==> src/rtl/ifetch_resp_unit_pkg.sv <==
// Shared types and defaults for the instruction-fetch responder.
// Entry layouts: {addr, uncached} request, {addr, data} response.
package ifetch_resp_unit_pkg;

    localparam logic [31:0] IFETCH_RESET_ADDR = 32'h1c00_0000;
    localparam int          IFETCH_DEPTH      = 4;

    typedef struct packed {
        logic [31:0] addr;
        logic        uncached;
    } req_ent_t;

    typedef struct packed {
        logic [31:0] addr;
        logic [31:0] data;
    } rsp_ent_t;

    localparam int REQ_W = $bits(req_ent_t);
    localparam int RSP_W = $bits(rsp_ent_t);

endpackage

==> src/rtl/ifetch_resp_unit_sync_fifo.sv <==
// Synchronous FIFO with wrap-bit pointers, clear, and exposed slot indices.
// Indices let a parent keep per-slot side bits aligned with the storage.
module sync_fifo #(
    parameter  int WIDTH = 32,
    parameter  int DEPTH = 4,
    localparam int AW    = $clog2(DEPTH)
) (
    input  logic             clk,
    input  logic             rst,
    input  logic             push,
    input  logic             pop,
    input  logic             clear,
    input  logic [WIDTH-1:0] wdata,
    output logic [WIDTH-1:0] rdata,
    output logic             full,
    output logic             empty,
    output logic [AW:0]      count,
    output logic [AW-1:0]    wr_idx,
    output logic [AW-1:0]    rd_idx
);

    logic [WIDTH-1:0] mem [DEPTH];
    logic [AW:0]      wr_ptr;
    logic [AW:0]      rd_ptr;
    logic             do_push;
    logic             do_pop;

    assign wr_idx = wr_ptr[AW-1:0];
    assign rd_idx = rd_ptr[AW-1:0];
    assign empty  = (wr_ptr == rd_ptr);
    assign full   = (wr_ptr[AW] != rd_ptr[AW]) &&
                    (wr_idx == rd_idx);
    assign count  = wr_ptr - rd_ptr;
    assign rdata  = mem[rd_idx];

    assign do_pop  = pop & ~empty & ~clear;
    assign do_push = push & (~full | do_pop) & ~clear;

    always_ff @(posedge clk or posedge rst) begin
        if (rst) begin
            wr_ptr <= '0;
            rd_ptr <= '0;
        end else if (clear) begin
            wr_ptr <= '0;
            rd_ptr <= '0;
        end else begin
            if (do_push) wr_ptr <= wr_ptr + 1'b1;
            if (do_pop)  rd_ptr <= rd_ptr + 1'b1;
        end
    end

    always_ff @(posedge clk) begin
        if (do_push) mem[wr_idx] <= wdata;
    end

endmodule

==> src/rtl/ifetch_resp_unit.sv <==
// IF0 request responder: issues fetches in order and returns {addr, inst}.
// Optional perf counters are built when IFETCH_PERF_EN is defined.
module ifetch_resp_unit
    import ifetch_resp_unit_pkg::*;
#(
    parameter int          DEPTH      = IFETCH_DEPTH,
    parameter logic [31:0] RESET_ADDR = IFETCH_RESET_ADDR
) (
    input  logic        clk,
    input  logic        rst,
    input  logic        valid,
    input  logic [31:0] iaddr,
    input  logic        uncached,
    output logic        addr_ok,
    input  logic        flush,
    output logic        data_ok,
    output logic [31:0] rdata,
    output logic [31:0] rsp_addr,
    input  logic        resp_ready,
    output logic        mem_req,
    output logic [31:0] mem_addr,
    output logic        mem_uncached,
    input  logic        mem_gnt,
    input  logic        mem_rvalid,
    input  logic [31:0] mem_rdata,
    output logic [31:0] perf_req_cnt,
    output logic [31:0] perf_drop_cnt
);

    localparam int AW = $clog2(DEPTH);

    req_ent_t    req_q;
    logic        req_vld;
    logic [AW+1:0] occ;

    logic        accept;
    logic        grant;

    logic        if_push;
    logic        if_pop;
    logic [31:0] if_head;
    logic        if_full;
    logic        if_empty;
    logic [AW:0] if_cnt;
    logic [AW-1:0] if_wr_idx;
    logic [AW-1:0] if_rd_idx;
    logic [DEPTH-1:0] drop_q;
    logic        head_drop;
    logic        ret_disc;

    rsp_ent_t    rsp_wdata;
    rsp_ent_t    rsp_head;
    logic        rsp_push;
    logic        rsp_pop;
    logic        rsp_full;
    logic        rsp_empty;
    logic [AW:0] rsp_cnt;
    logic [AW-1:0] rsp_wr_idx;
    logic [AW-1:0] rsp_rd_idx;

    assign occ = (AW+2)'(req_vld) + (AW+2)'(if_cnt)
               + (AW+2)'(rsp_cnt);

    assign addr_ok = ~rst & ~flush & ~req_vld &
                     (occ < (AW+2)'(DEPTH));
    assign accept  = valid & addr_ok;
    assign grant   = req_vld & mem_gnt;

    assign mem_req      = req_vld;
    assign mem_addr     = req_q.addr;
    assign mem_uncached = req_q.uncached;

    always_ff @(posedge clk or posedge rst) begin
        if (rst) begin
            req_vld <= 1'b0;
            req_q   <= '{addr: RESET_ADDR, uncached: 1'b0};
        end else begin
            if (flush | grant) req_vld <= 1'b0;
            if (accept) begin
                req_vld <= 1'b1;
                req_q   <= '{addr: iaddr, uncached: uncached};
            end
        end
    end

    assign if_push   = grant;
    assign if_pop    = mem_rvalid & ~if_empty;
    assign head_drop = drop_q[if_rd_idx];
    assign ret_disc  = if_pop & (head_drop | flush);

    sync_fifo #(
        .WIDTH (32),
        .DEPTH (DEPTH)
    ) u_inflight (
        .clk    (clk),
        .rst    (rst),
        .push   (if_push),
        .pop    (if_pop),
        .clear  (1'b0),
        .wdata  (req_q.addr),
        .rdata  (if_head),
        .full   (if_full),
        .empty  (if_empty),
        .count  (if_cnt),
        .wr_idx (if_wr_idx),
        .rd_idx (if_rd_idx)
    );

    // Flush marks every slot; a grant in the flush cycle lands pre-marked.
    always_ff @(posedge clk or posedge rst) begin
        if (rst) begin
            drop_q <= '0;
        end else if (flush) begin
            drop_q <= '1;
        end else if (if_push) begin
            drop_q[if_wr_idx] <= 1'b0;
        end
    end

    assign rsp_wdata = '{addr: if_head, data: mem_rdata};
    assign rsp_push  = if_pop & ~head_drop & ~flush;
    assign rsp_pop   = data_ok & resp_ready;

    sync_fifo #(
        .WIDTH (RSP_W),
        .DEPTH (DEPTH)
    ) u_resp (
        .clk    (clk),
        .rst    (rst),
        .push   (rsp_push),
        .pop    (rsp_pop),
        .clear  (flush),
        .wdata  (rsp_wdata),
        .rdata  (rsp_head),
        .full   (rsp_full),
        .empty  (rsp_empty),
        .count  (rsp_cnt),
        .wr_idx (rsp_wr_idx),
        .rd_idx (rsp_rd_idx)
    );

    assign data_ok  = ~rsp_empty;
    assign rsp_addr = rsp_empty ? RESET_ADDR : rsp_head.addr;
    assign rdata    = rsp_empty ? 32'h0 : rsp_head.data;

`ifdef IFETCH_PERF_EN
    logic [31:0] req_cnt_q;
    logic [31:0] drop_cnt_q;
    logic [AW:0] rsp_flushed;

    // Entries handed to IF1 in the flush cycle are delivered, not dropped.
    assign rsp_flushed = flush ? (rsp_cnt - (AW+1)'(rsp_pop)) : '0;

    always_ff @(posedge clk or posedge rst) begin
        if (rst) begin
            req_cnt_q  <= '0;
            drop_cnt_q <= '0;
        end else begin
            req_cnt_q  <= req_cnt_q + 32'(accept);
            drop_cnt_q <= drop_cnt_q + 32'(rsp_flushed)
                        + 32'(ret_disc);
        end
    end

    assign perf_req_cnt  = req_cnt_q;
    assign perf_drop_cnt = drop_cnt_q;
`else
    assign perf_req_cnt  = 32'h0;
    assign perf_drop_cnt = 32'h0;
`endif

`ifndef SYNTHESIS
    a_orphan_rvalid: assert property (@(posedge clk) disable iff (rst)
        !(mem_rvalid && if_empty))
        else $error("ifetch_resp_unit: mem_rvalid with nothing in flight");

    a_if_space: assert property (@(posedge clk) disable iff (rst)
        !(if_push && if_full && !if_pop));

    a_rsp_space: assert property (@(posedge clk) disable iff (rst)
        !(rsp_push && rsp_full && !rsp_pop));

    a_rsp_ptrs: assert property (@(posedge clk) disable iff (rst)
        rsp_empty |-> (rsp_wr_idx == rsp_rd_idx));

    a_disc_sane: assert property (@(posedge clk) disable iff (rst)
        ret_disc |-> if_pop);
`endif

endmodule

==> config.mk <==
export PLATFORM = sky130hd
export DESIGN_NAME = ifetch_resp_unit
export DESIGN_NICKNAME = d
export VERILOG_FILES = /design/src/rtl/ifetch_resp_unit_pkg.sv /design/src/rtl/ifetch_resp_unit_sync_fifo.sv /design/src/rtl/ifetch_resp_unit.sv
export SDC_FILE = /design/constraint.sdc
export NUM_CORES = 1
export LEC_CHECK = 0
export ABC_AREA = 1
export BUFFER_PORTS_ARGS = -buffer_cell sky130_fd_sc_hd__clkbuf_2
export CAP_MARGIN = 20
export CORE_MARGIN = 2
export CORE_UTILIZATION = 50
export CTS_BUF_LIST = sky130_fd_sc_hd__clkbuf_2 sky130_fd_sc_hd__clkbuf_4 sky130_fd_sc_hd__clkbuf_8
export DETAILED_ROUTE_END_ITERATION = 7
export PLACE_DENSITY = 0.71
export SKIP_LAST_GASP = 1
export SYNTH_ARGS = -nofsm -noshare
export SYNTH_HDL_FRONTEND = slang
export SYNTH_SLANG_ARGS = --single-unit
==> constraint.sdc <==
create_clock -name clk -period 6.2 [get_ports clk]
set_clock_uncertainty 0.15 [all_clocks]
set_input_delay 0.93 -clock clk [delete_from_list [all_inputs] [get_ports clk]]
set_output_delay 0.93 -clock clk [all_outputs]
set_load 0.02 [all_outputs]
# [After elaboration in Yosys (flattened, before gate mapping)]
# Memories as Yosys holds them, arrays and structs flattened.
# Index checks and enable logic that the tools add are counted.
# W data, S select, Z words.
[op_classes] n_lt_le_gt_ge=4 eq_ne=6 reduce_logical=7 mux=18 bitwise=28 n_addsub=8
[ops] cell="$mux W32" count=2
[ops] cell="$and A1 B1 Y1" count=15
[ops] cell="$add A3 B1 Y3 const B" count=4
[ops] cell="$mux W3" count=4
[ops] cell="$mux W1" count=8
[ops] cell="$mux W4" count=2
[ops] cell="$not A1 Y1" count=8
[ops] cell="$reduce_bool A2 Y1" count=4
[ops] cell="$eq A3 B3 Y1" count=2
[ops] cell="$lt A2 B3 Y1 const B" count=2
[ops] cell="$sub A3 B3 Y3" count=2
[ops] cell="$add A1 B3 Y4" count=1
[ops] cell="$add A4 B3 Y4" count=1
[ops] cell="$and A4 B4 Y4" count=1
[ops] cell="$eq A2 B2 Y1" count=2
[ops] cell="$lt A4 B3 Y1 const B" count=1
[ops] cell="$not A4 Y4" count=1
[ops] cell="$logic_and A1 B1 Y1" count=3
[ops] cell="$or A1 B1 Y1" count=3
[ops] cell="$bmux W1 S2" count=1
[ops] cell="$demux W1 S2" count=1
[ops] cell="$ge A2 B1 Y1 const B" count=1
[ops] cell="$ne A1 B1 Y1" count=2
[word_totals] ramBits=384 out_inout_bits=164 ff_bits=50 elab_cells=81 mem_count=2
[mem_list] memory="u_resp.mem" depth=4 word_bits=64 read_ports=1 rd_clocked_by_memory_dff=0 write_ports=1 line_no="ifetch_resp_unit_sync_fifo.sv:22" rtl="logic [WIDTH-1:0] mem [DEPTH];"
[mem_list] memory="u_inflight.mem" depth=4 word_bits=32 read_ports=1 rd_clocked_by_memory_dff=0 write_ports=1 line_no="ifetch_resp_unit_sync_fifo.sv:22"

# [Logic depth before layout (Yosys ltp)]
[depth] ltp_word=10 mapped_depth=13

# [By module]
# From an unflattened synthesis, not the netlist that was laid out.
[hier_totals] hier_cells=1456 area_unflattened_um2=18133.6
[modules_own_cells] mod="sync_fifo at u_resp" cells_per_inst=690 instances=1 area_per_inst_um2=10164.7
[modules_own_cells] mod="sync_fifo at u_inflight" cells_per_inst=379 instances=1 area_per_inst_um2=5310.1
[modules_own_cells] mod="ifetch_resp_unit" cells_per_inst=387 instances=1 area_per_inst_um2=2658.8

# [Worst setup path after synthesis]
# OpenSTA, ideal clock, no wires.
[synth_path] path_kind="reg2reg" from="reg u_inflight.rd_ptr[1]" to="mem u_resp.mem[0][0] in the netlist's numbering (enable)" path_slack_ns=1.078 arrival_time_ns=4.485 setup_ns=0.487 required_ns=5.563 synth_period_minus_slack_ns=5.122 stages_incl_launch_ff=11 path_cell_list="dfrtp_1 > inv_1 > clkbuf_1 > ha_1 > nand2_1 > inv_1 > nand3_1 > nand2_1 > nor2_1 > nand3_1 > nor2_1"
[synth_between] elab_chain_len=9
[synth_lines] item="from (decl)" line_no="ifetch_resp_unit_sync_fifo.sv:24" rtl="logic [AW:0] rd_ptr;"
[synth_lines] item="from (signal assigned)" line_no="ifetch_resp_unit_sync_fifo.sv:48" rtl="if (do_pop) rd_ptr <= rd_ptr + 1'b1;"
[synth_lines] item="$bmux W1 S2 / $eq A3 B3 Y1 (equally long branches)" line_no="ifetch_resp_unit.sv:88, ifetch_resp_unit_sync_fifo.sv:30"
[synth_lines] item="$mux W1 (implied by the code) / $not A1 Y1 (equally long branches)" line_no="ifetch_resp_unit.sv:88, ifetch_resp_unit.sv:87"
[synth_lines] item="$not A1 Y1 / $and A1 B1 Y1 (equally long branches)" line_no="ifetch_resp_unit.sv:121, ifetch_resp_unit.sv:87"
[synth_lines] item="$and A1 B1 Y1 * (2 in series)" line_no="ifetch_resp_unit.sv:121" rtl="assign rsp_push = if_pop & ~head_drop & ~flush;"
[synth_lines] item="$and A1 B1 Y1 * (2 in series)" line_no="ifetch_resp_unit_sync_fifo.sv:37" rtl="assign do_push = push & (~full | do_pop) & ~clear;"
[synth_lines] item="$mux W1 *" line_no="ifetch_resp_unit_sync_fifo.sv:53" rtl="if (do_push) mem[wr_idx] <= wdata;"
[synth_lines] item="$mux W1 (implied by the code) *" line_no="ifetch_resp_unit_sync_fifo.sv:53"
[synth_lines] item="to (decl)" line_no="ifetch_resp_unit_sync_fifo.sv:22"
# Every way passes the cells marked *; elsewhere a longest branch is shown, timed or not. The select of a mux whose other input is x is not followed.

# [Final worst setup path]
[layout_path] from="reg u_resp.rd_ptr[0]" to="out rdata[21]"
[layout_between] elab_chain_len=2
[layout_lines] item="from (decl)" line_no="ifetch_resp_unit_sync_fifo.sv:24"
[layout_lines] item="from (signal assigned)" line_no="ifetch_resp_unit_sync_fifo.sv:48"
[layout_lines] item="$mem_v2 Z4 W64 / $eq A3 B3 Y1 (equally long branches)"
[layout_lines] item="$mux W32 *" line_no="ifetch_resp_unit.sv:144" rtl="assign rdata = rsp_empty ? 32'h0 : rsp_head.data;"
[layout_lines] item="to (decl)" line_no="ifetch_resp_unit.sv:17" rtl="output logic [31:0] rdata,"
# Every way passes the cells marked *; elsewhere a longest branch is shown, timed or not.

==> results summary <==
In the synthesized netlist, mux cells make up 0% of the area. The max-slew violation total from the final report is 0. The clock passes through at most 3 buffers. The largest fanout on the critical path came out at 71. STA classifies the critical path endpoint as a primary output. The remaining routing DRC violations came out at 0. The routed layout has 10.91k vias. After synthesis, the cell types taking the most area are sky130_fd_sc_hd__edfxtp_1 (66%), sky130_fd_sc_hd__nor2_1 (7.2%), sky130_fd_sc_hd__dfrtp_1 (6.7%). The repair_antennas step left the layout with diodes totalling 0. Setup repair after global routing left no endpoint under its margin. Fill cells in the final layout number 2,747. The power density over the cells came out at 471.3 nW/um^2.

In this run, synthesis inferred 384 flip-flops with an integrated enable. The arrival time of data at the critical path endpoint is 3.41 ns. The path class of the lowest-slack min-delay path is reg2reg. The quantity of I/O buffers inserted on ports is 171. The XOR/XNOR share of the synthesized area came out at 0.4013%. For the pin with the worst max-slew slack, the measured transition is 0.9670 ns.

The latest clock arrival within the worst-skew pair is 0.60 ns. The synthesized netlist devotes 10.79% of its cell area to simple gates. The final hold slack came out at 0.3278 ns. The number of vias per cell after detailed routing came out at 5.188. The largest net degree at the start of global routing is 81.

Setup violations remaining at the end of the flow were counted as 0. The cell with the most instances after synthesis is sky130_fd_sc_hd__edfxtp_1. The count of endpoints failing hold in the final timing report came out at 0. The post-CTS setup-driven buffer insertion count is 0. The achievable frequency came out at 222.8 MHz.

The placer's final routability congestion estimate came out at 0.8050. The number of max-cap violations is 0. The instance count of the mapped netlist is 1,413. The post-cts resize count came out at 0.

In this run the remaining antenna-violating nets after routing total 0. For this run, the register share of the synthesized area comes to 73.23%. The die covers 36,430 um^2.

The total power consumption of the routed design came out at 0.009391 W. The HPWL after detailed placement is 22,100 um. The root buffer cell chosen for the clock tree is sky130_fd_sc_hd__clkbuf_8.

After floorplanning, the core was divided into 68 placement rows. The share of final-layout standard cells stronger than drive strength 1 came out at 19.49%. The H-tree was split into 3 levels. The final routed wire length divided by cell count came out at 17.25 um. The first global-routing pass estimated 55,730 um of wire. In the finished design, the share of the clock period the worst path needs comes to 72.39%. The fraction of the mapped netlist area in adder cells came out at 1.448%. The number of antenna violations at the first check in global routing came out at 0. The smallest clock period supported by the final layout is computed as 4.488 ns. The number of different library cells in the post-synthesis netlist is 29. The overall die height is 190.9 um.

The flip-flop cell with the highest count after synthesis is sky130_fd_sc_hd__edfxtp_1. The delay of the slowest cell on the worst path came out at 0.86 ns. The startpoint type of the worst setup path is a flip-flop. The flow ran to the end, and the final reports show no timing, DRC or antenna violations.

The number of buffers and inverters on the critical path is 3. The area share of the largest cell type after synthesis came out at 66.04%. TritonCTS built the clock tree. The post-layout net count is 1,688. After detailed placement, the total cell area comes to 18,550 um^2. The total global-route track usage is 19.89%. The slowest stage of the critical path belongs to the cell sky130_fd_sc_hd__clkinv_2.

The total leakage power came out at 7.571 nW. The summed instance area of the synthesized netlist is 17,460 um^2. The number of warnings reported in the yosys synthesis log came out at 0. The worst setup path is of the reg2out kind. The maximum vdd ir drop came out at 0.3866 mV.

The starting density of the core came out at 50.67%. The required time reported for the critical path endpoint is 5.12 ns. Broken down by cell family, the worst path's largest delay share belongs to buffers and inverters. The number of top-level pins came out at 236. The share of flip-flops with an asynchronous set or reset after synthesis came out at 11.52%. The setup TNS came out at 0 ns. The clock transition time at the flip-flop clock pins of the worst setup and hold paths is 0.06 ns. The leftover overflow at the end of global routing is 0. sky130_fd_sc_hd__edfxtp_1 takes more of the synthesized area than any other cell.

The per-instance average area after synthesis is 12.36 um^2. The die is 190.9 um wide. The TritonCTS sink count is 434. The area of the placeable core came out at 34,460 um^2. The synthesized-area fraction occupied by ao, oa, aoi and oai cells came out at 8.871%. For this design, the CTS-stage hold fixing added 0 buffers. Summing all non-filler instances in the final layout gives an area of 19,930 um^2. After synthesis, the largest family of logic cells by area is simple AND/OR/NAND/NOR gates.

The tightest slew margin relative to the limit is 35.38%. The number of DRC markers in iteration 0 is 832. The number of buffers inserted during clock tree synthesis is 68. Walking the worst path, the cells encountered are clkinv_2 -> buf_4 -> o21ai_0 -> a21oi_1 -> clkbuf_2. The flip-flop and latch count after synthesis came out at 434.

The first-pass iteration count of the detailed router came out at 5. The post-synthesis to final-layout area growth came out at 14.12%. By count the netlist is led by sky130_fd_sc_hd__edfxtp_1 (384), sky130_fd_sc_hd__nor2_1 (337), sky130_fd_sc_hd__o21ai_0 (194). The via count of the first global-routing pass came out at 10.23k. The final wirelength is 36,270 um.
==> logic make-up after synthesis <==
family          Yosys count
fa+ha+maj                19
simple gates            481
xor+xnor                  8
flops                   434
buf+inv                 173
compound gates          297
other cells               1
==> area by class of cell <==
cell class | instances | area [um^2] | share of cell area (%)
sequential | 434 | 12790 | 64.20
multi-input combinational | 869 | 4036 | 20.26
clock buffer | 90 | 1139 | 5.714
timing repair buffer | 193 | 1033 | 5.186
tap | 455 | 569.3 | 2.857
clock inverter | 30 | 239.0 | 1.199
inverter | 31 | 117.6 | 0.5902
==> where the power goes <==
part           switching (W)  internal, W  leakage, nW  total, W
Clock                0.00108      0.00130        0.723   0.00238
Combinational        0.00216     0.000778         2.77   0.00294
Sequential          0.000288      0.00378         4.08   0.00407
Total                0.00353      0.00586         7.57   0.00939
==> state kept, by name (all words and copies together) (netlist names) <==
register and flops:
u_resp.wr_ptr 3, drop_q 4, u_resp.rd_ptr 3, u_inflight.wr_ptr 3
u_resp.mem 256, mem_addr 32, mem_req 1, u_inflight.rd_ptr 3
mem_uncached 1, u_inflight.mem 128
==> path summary, 6_finish.rpt <==
kind                                                   from                               end  slack [ns]  cells after the start
setup / recovery               u_resp.rd_ptr[0]$_DFFE_PP0P_                         rdata[21]        1.71                      5
hold / removal                     mem_uncached$_DFFE_PP0P_          mem_uncached$_DFFE_PP0P_        0.33                      2
min in group asynchronous                               rst  u_inflight.rd_ptr[2]$_DFFE_PP0P_        0.34                      3
setup reg to reg           u_inflight.rd_ptr[0]$_DFFE_PP0P_       u_resp.mem[2][31]$_DFFE_PP_        2.32                      9
hold reg to reg                    mem_uncached$_DFFE_PP0P_          mem_uncached$_DFFE_PP0P_        0.33                      2
max in group asynchronous                               rst      u_resp.rd_ptr[0]$_DFFE_PP0P_        5.05                      3
==> per-stage QoR <==
stage	setup WS, ns	cells	util, %
after global placement	2.370	1982	53.83
after detailed placement	2.297	1982	53.83
after floorplan	1.078	1476	-
after CTS	1.683	2102	57.83
after global routing	1.441	2102	57.83
final	1.712	2102	57.83
==> worst reg2reg max path: stages, from the launching register on <==
cell and delay (ns):
sky130_fd_sc_hd__dfrtp_2 0.71, sky130_fd_sc_hd__inv_1 0.56, sky130_fd_sc_hd__nand2_1 0.19, sky130_fd_sc_hd__nand2_1 0.06, sky130_fd_sc_hd__nand2_1 0.06, sky130_fd_sc_hd__nand2_1 0.07
sky130_fd_sc_hd__inv_1 0.08, sky130_fd_sc_hd__nand3_1 0.38, sky130_fd_sc_hd__nor2_4 0.77, sky130_fd_sc_hd__buf_4 0.48
==> routing by layer <==
layer  routed length [um]  track usage (%)  share of wire [%]
met5                    0                0                  0
met4                  716            6.440                2.0
met3                 2800            3.441                7.7
met2                16990            31.55                 47
met1                15760            28.12                 43
==> cell usage in the layout (no fill, tap or decap), types with 21 or more instances in the layout <==
cell | Yosys | final
sky130_fd_sc_hd__clkbuf_8 | 0 | 74
sky130_fd_sc_hd__o21ai_0 | 194 | 194
sky130_fd_sc_hd__a21oi_1 | 63 | 63
sky130_fd_sc_hd__inv_1 | 28 | 26
sky130_fd_sc_hd__conb_1 | 1 | 64
sky130_fd_sc_hd__buf_4 | 64 | 21
sky130_fd_sc_hd__nand2_1 | 98 | 98
sky130_fd_sc_hd__edfxtp_1 | 384 | 384
sky130_fd_sc_hd__o22ai_1 | 32 | 32
sky130_fd_sc_hd__nor2_1 | 337 | 329
sky130_fd_sc_hd__dfrtp_1 | 47 | 44
sky130_fd_sc_hd__nand3_1 | 41 | 41
sky130_fd_sc_hd__clkbuf_2 | 0 | 171
Power figures use the tool's default switching activity.
